<file path="src/rtl/spi_display_rx.sv">
// SPI display-side receiver (mode 0, MSB first), oversampled by the system clock.
// Rebuilds {dc, byte} words and hands them to a sink through a put/full write port.
module spi_display_rx #(
    parameter int unsigned BITS = 8,
    parameter int unsigned SYNC = 2
) (
    input  logic          clock,
    input  logic          reset,
    input  logic          spi_cs_n,
    input  logic          spi_clock,
    input  logic          spi_dc,
    input  logic          spi_mosi,
    output logic [BITS:0] data,
    output logic          put,
    input  logic          full,
    output logic          overrun,
    output logic          frame_err,
    input  logic          err_clear,
    output logic          busy
);

    localparam int unsigned CW = $clog2(BITS + 1);
    localparam int unsigned FW = $clog2(SYNC + 1);

    typedef enum logic [1:0] {
        S_WAIT,
        S_IDLE,
        S_SHIFT
    } state_t;

    // Synchronizer chains; all four pins share the same depth so mosi/dc stay aligned with sclk.
    logic [SYNC-1:0] cs_sync_q;
    logic [SYNC-1:0] sclk_sync_q;
    logic [SYNC-1:0] dc_sync_q;
    logic [SYNC-1:0] mosi_sync_q;
    logic            sclk_prev_q;

    state_t          state_q, state_d;
    logic [CW-1:0]   count_q, count_d;
    logic [BITS-1:0] shift_q, shift_d;
    logic            dcw_q, dcw_d;
    logic            done_q, done_d;
    logic [FW-1:0]   flush_q, flush_d;
    logic [BITS:0]   data_q, data_d;
    logic            put_q, put_d;
    logic            overrun_q, overrun_d;
    logic            frame_err_q, frame_err_d;

    logic cs_s, sclk_s, dc_s, mosi_s, rise, flushed, fe_set, ov_set, deliver;

    assign cs_s    = cs_sync_q[SYNC-1];
    assign sclk_s  = sclk_sync_q[SYNC-1];
    assign dc_s    = dc_sync_q[SYNC-1];
    assign mosi_s  = mosi_sync_q[SYNC-1];
    assign rise    = sclk_s & ~sclk_prev_q;
    // The cs_n chain is preloaded high on reset; WAIT only trusts it once the
    // preload has been flushed out, otherwise a reset mid-transfer would leave
    // WAIT immediately and misalign on the next sclk rise.
    assign flushed = (flush_q == FW'(SYNC));

    // Pin synchronizers and sclk history for rise detection.
    always_ff @(posedge clock) begin
        if (reset) begin
            cs_sync_q   <= '1;
            sclk_sync_q <= '0;
            dc_sync_q   <= '0;
            mosi_sync_q <= '0;
            sclk_prev_q <= 1'b0;
        end else begin
            cs_sync_q   <= {cs_sync_q[SYNC-2:0], spi_cs_n};
            sclk_sync_q <= {sclk_sync_q[SYNC-2:0], spi_clock};
            dc_sync_q   <= {dc_sync_q[SYNC-2:0], spi_dc};
            mosi_sync_q <= {mosi_sync_q[SYNC-2:0], spi_mosi};
            sclk_prev_q <= sclk_s;
        end
    end

    // Next-state logic: framing FSM, bit shifter, word output stage and sticky flags.
    always_comb begin
        state_d = state_q;
        count_d = count_q;
        shift_d = shift_q;
        dcw_d   = dcw_q;
        done_d  = 1'b0;
        flush_d = flushed ? flush_q : flush_q + FW'(1);
        fe_set  = 1'b0;

        case (state_q)
            S_WAIT: begin
                if (flushed && cs_s) begin
                    state_d = S_IDLE;
                end
            end
            S_IDLE: begin
                if (!cs_s) begin
                    state_d = S_SHIFT;
                    count_d = '0;
                end
            end
            S_SHIFT: begin
                // A deselect takes priority over a coincident sclk rise.
                if (cs_s) begin
                    state_d = S_IDLE;
                    count_d = '0;
                    fe_set  = (count_q != '0);
                end else if (rise) begin
                    shift_d = {shift_q[BITS-2:0], mosi_s};
                    if (count_q == CW'(BITS - 1)) begin
                        count_d = '0;
                        done_d  = 1'b1;
                        dcw_d   = dc_s;
                    end else begin
                        count_d = count_q + CW'(1);
                    end
                end
            end
            default: begin
                state_d = S_WAIT;
            end
        endcase

        deliver = done_q & ~full;
        ov_set  = done_q & full;
        put_d   = deliver;
        data_d  = deliver ? {dcw_q, shift_q} : data_q;

        overrun_d   = ov_set ? 1'b1 : (err_clear ? 1'b0 : overrun_q);
        frame_err_d = fe_set ? 1'b1 : (err_clear ? 1'b0 : frame_err_q);
    end

    // State registers.
    always_ff @(posedge clock) begin
        if (reset) begin
            state_q     <= S_WAIT;
            count_q     <= '0;
            shift_q     <= '0;
            dcw_q       <= 1'b0;
            done_q      <= 1'b0;
            flush_q     <= '0;
            data_q      <= '0;
            put_q       <= 1'b0;
            overrun_q   <= 1'b0;
            frame_err_q <= 1'b0;
        end else begin
            state_q     <= state_d;
            count_q     <= count_d;
            shift_q     <= shift_d;
            dcw_q       <= dcw_d;
            done_q      <= done_d;
            flush_q     <= flush_d;
            data_q      <= data_d;
            put_q       <= put_d;
            overrun_q   <= overrun_d;
            frame_err_q <= frame_err_d;
        end
    end

    assign data      = data_q;
    assign put       = put_q;
    assign overrun   = overrun_q;
    assign frame_err = frame_err_q;
    assign busy      = (state_q == S_SHIFT) && !cs_s && (count_q != '0);

endmodule

</file>
<file path="config.mk">
export PLATFORM = sky130hd
export DESIGN_NAME = spi_display_rx
export DESIGN_NICKNAME = d
export VERILOG_FILES = /design/src/rtl/spi_display_rx.sv
export SDC_FILE = /design/constraint.sdc
export NUM_CORES = 1
export LEC_CHECK = 0
export ABC_AREA = 1
export CAP_MARGIN = 25
export CORE_ASPECT_RATIO = 0.75
export CORE_MARGIN = 2
export CORE_UTILIZATION = 40
export DETAILED_ROUTE_END_ITERATION = 6
export GPL_TIMING_DRIVEN = 0
export PLACE_DENSITY_LB_ADDON = 0.2
export SLEW_MARGIN = 30
export SYNTH_ARGS = -nofsm -noshare
export SYNTH_HDL_FRONTEND = slang
export SYNTH_SLANG_ARGS = --single-unit
</file>
<file path="constraint.sdc">
create_clock -name clock -period 1.7 [get_ports clock]
set_input_delay 0.425 -clock clock [delete_from_list [all_inputs] [get_ports clock]]
set_output_delay 0.425 -clock clock [all_outputs]
set_load 0.1 [all_outputs]
</file>
==> metrics <==
Max FO, Critical Path=3; Final #Nets=235; GRT overflow=0; DP Wirelength=1.933 mm; io pins=21; status=finished clean; slew of the pin with the lowest slew margin=545.4 ps; initial antenna violation count=0; Area contributors post-synth=dfxtp_1 52%, nor2_1 14%, nand2_1 6.5%; DP Area=1772 um2; DRC=0; Final period util=0.9920; routed wire length=2.773 mm; Worst Skew=3.139 ps; min Tclk post-route=1686 ps; Final Util=0.5315; PwrDens=1018 nW/um2; gr usage total=0.1488; Clock Latency Late Sink=290 ps; die area=4265 um2; Final Power=1967 uW; clk buf depth=2; Die Y=57.06 um; area share of the leading cell type in the synthesized netlist=0.5200; Mapped Area=1501 um2; register area share after synthesis=0.5200; most frequent cells in the layout=56 x nor2_1, 35 x dfxtp_1, 26 x nand2_1, 23 x inv_1, 19 x o21ai_0; crit path DAT=1260 ps; TritonRoute pass-1 iters=4; Fmax=593.0 MHz; Max Slew Vio Count=0; Syn-to-layout area delta=28.75%; Synth Net Count=207; Routability Congestion=0.8122; clock slew at reported path FFs=80 ps; most common cell after layout, fill and taps aside=nor2_1; synth warn=0; vias in the first global route=1107; Routed WL per cell=10.01 um; Via density=4.329; Antenna Nets Post-Route=0; maximum vdd drop=684.5 uV; Finished Cell Area=1933 um2; chip width=74.75 um; worst path cell trace=inv_1 -> ha_4 -> a31oi_4 -> buf_12; post-synth top area cell=dfxtp_1; CP required=1270 ps; Diodes inserted=0; Syn Inst Count=196; Via Count=1199; initial DRC count=31; Critical Setup Path Class=flop to output pin; Initial Util=0.4128; startpoint types=flop; slowest CP cell=dfxtp_4; worst relative slew slack=0.6381; CP peak stage delay=350 ps; CTS tree=done; max reg flops=9; cell row count=19; Synth cell types=21; first-pass GRT wire length=4.830 mm; CTS sink cnt=39; CP Capture Type=output pin; RSZ-0062 raised after global routing=yes; H-tree depth=2; Syn Area/Cell=7.660 um2; FF+latch count, synth=39; total CTS buffers=5; share of cells above drive strength 1=0.1867; core area=3637 um2; Port Buffers=19; root buffer selected by CTS=clkbuf_8; leak pwr=0.0008748 uW; pin count of the biggest net entering global routing=14; # setup viols final=0; Max Cap Viol=0; Hold Path Class=input pin to flop; Final Hold Fails=0
==> final cells by class <==
class,instances,area (um2)
inverter,25,93.84
clock buffer,6,82.58
buffer,5,30.03
fill,362,1704
sequential,39,790.8
timing repair buffer,21,230.2
tap,52,65.06
multi-input combinational,127,624.3
clock inverter,2,16.27
==> cell usage after synthesis <==
cell,number
nand3_2,1
inv_1,23
clkinv_1,1
inv_2,1
buf_2,3
nand4_1,1
ha_1,3
a31oi_1,1
a21oi_2,1
buf_6,1
nor2_1,56
clkbuf_1,1
nor2_4,3
nand2_4,1
or2_2,2
o211ai_1,1
o21ai_0,19
nand2_1,26
a21oi_1,6
nand3_1,6
dfxtp_1,39
==> final timing paths <==
| check | startpoint | to | slack (ps) | depth (start not counted) |
|---|---|---|---|---|
| worst max-delay path | count_q[0]$_SDFFE_PP0P_ | busy | 10 | 4 |
| worst min-delay path | reset | dcw_q$_SDFFE_PP0P_ | 390 | 2 |
| worst max register to register | count_q[0]$_SDFFE_PP0P_ | count_q[0]$_SDFFE_PP0P_ | 310 | 9 |
| worst min register to register | sclk_sync_q[0]$_SDFF_PP0_ | sclk_sync_q[1]$_SDFF_PP0_ | 410 | 2 |
==> power breakdown <==
part,internal (uW),switching [uW],leakage (uW)
combinational,130,167,0.000508
clock,331,328,0.0000474
sequential,975,37.3,0.000319
==> critical path, delay by kind of cell (launching register included) <==
family,cells,cell delay [ps]
buffers and inverters,2,260
DFF,1,350
AOI/OAI and AO/OA,1,190
adders and majority gates,1,170
==> cells by family (layout without fill, tap and decap cells) <==
family	after synthesis	count (layout)	share of synthesized area
flip-flops	39	39	0.5200
AND/OR/NAND/NOR	96	96	0.2742
adder cells (fa/ha/maj)	3	3	0.02500
AO/OA/AOI/OAI	28	28	0.09834
buffers and inverters	30	59	0.08249
==> routing by layer <==
metal	part of all wire	vias to the layer above	global-route usage
met3	0.043	2	0.06890
met2	0.43	21	0.2149
met4	0.0058	0	0.03827
met1	0.52	516	0.2020
li1	-	660	-
met5	0	-	0
==> per-stage QoR <==
| step | cells | setup TNS, ps | hold WS (ps) | setup slack (ps) |
|---|---|---|---|---|
| 2_1_floorplan | 196 | 0 | 388.3 | 30.76 |
| 3_3_place_gp | 267 | -4044 | 391.1 | -713.8 |
| 3_5_place_dp | 267 | -3747 | 397.0 | -708.4 |
| 4_1_cts | 275 | -9.867 | 383.6 | -9.867 |
| 5_1_grt | 277 | -32.75 | 378.1 | -31.58 |
| 6_report | 277 | 0 | 386.0 | 13.64 |
==> repair_timing <==
item | in CTS | in global routing
gates resized for setup | 49 | 4
pin swaps | 0 | 2
setup buffers | 0 | 2
setup endpoints to repair | 13 | 1
hold buffers | 0 | 0
hold endpoints to repair | 0 | 0
(Power assumes the default switching activity.)
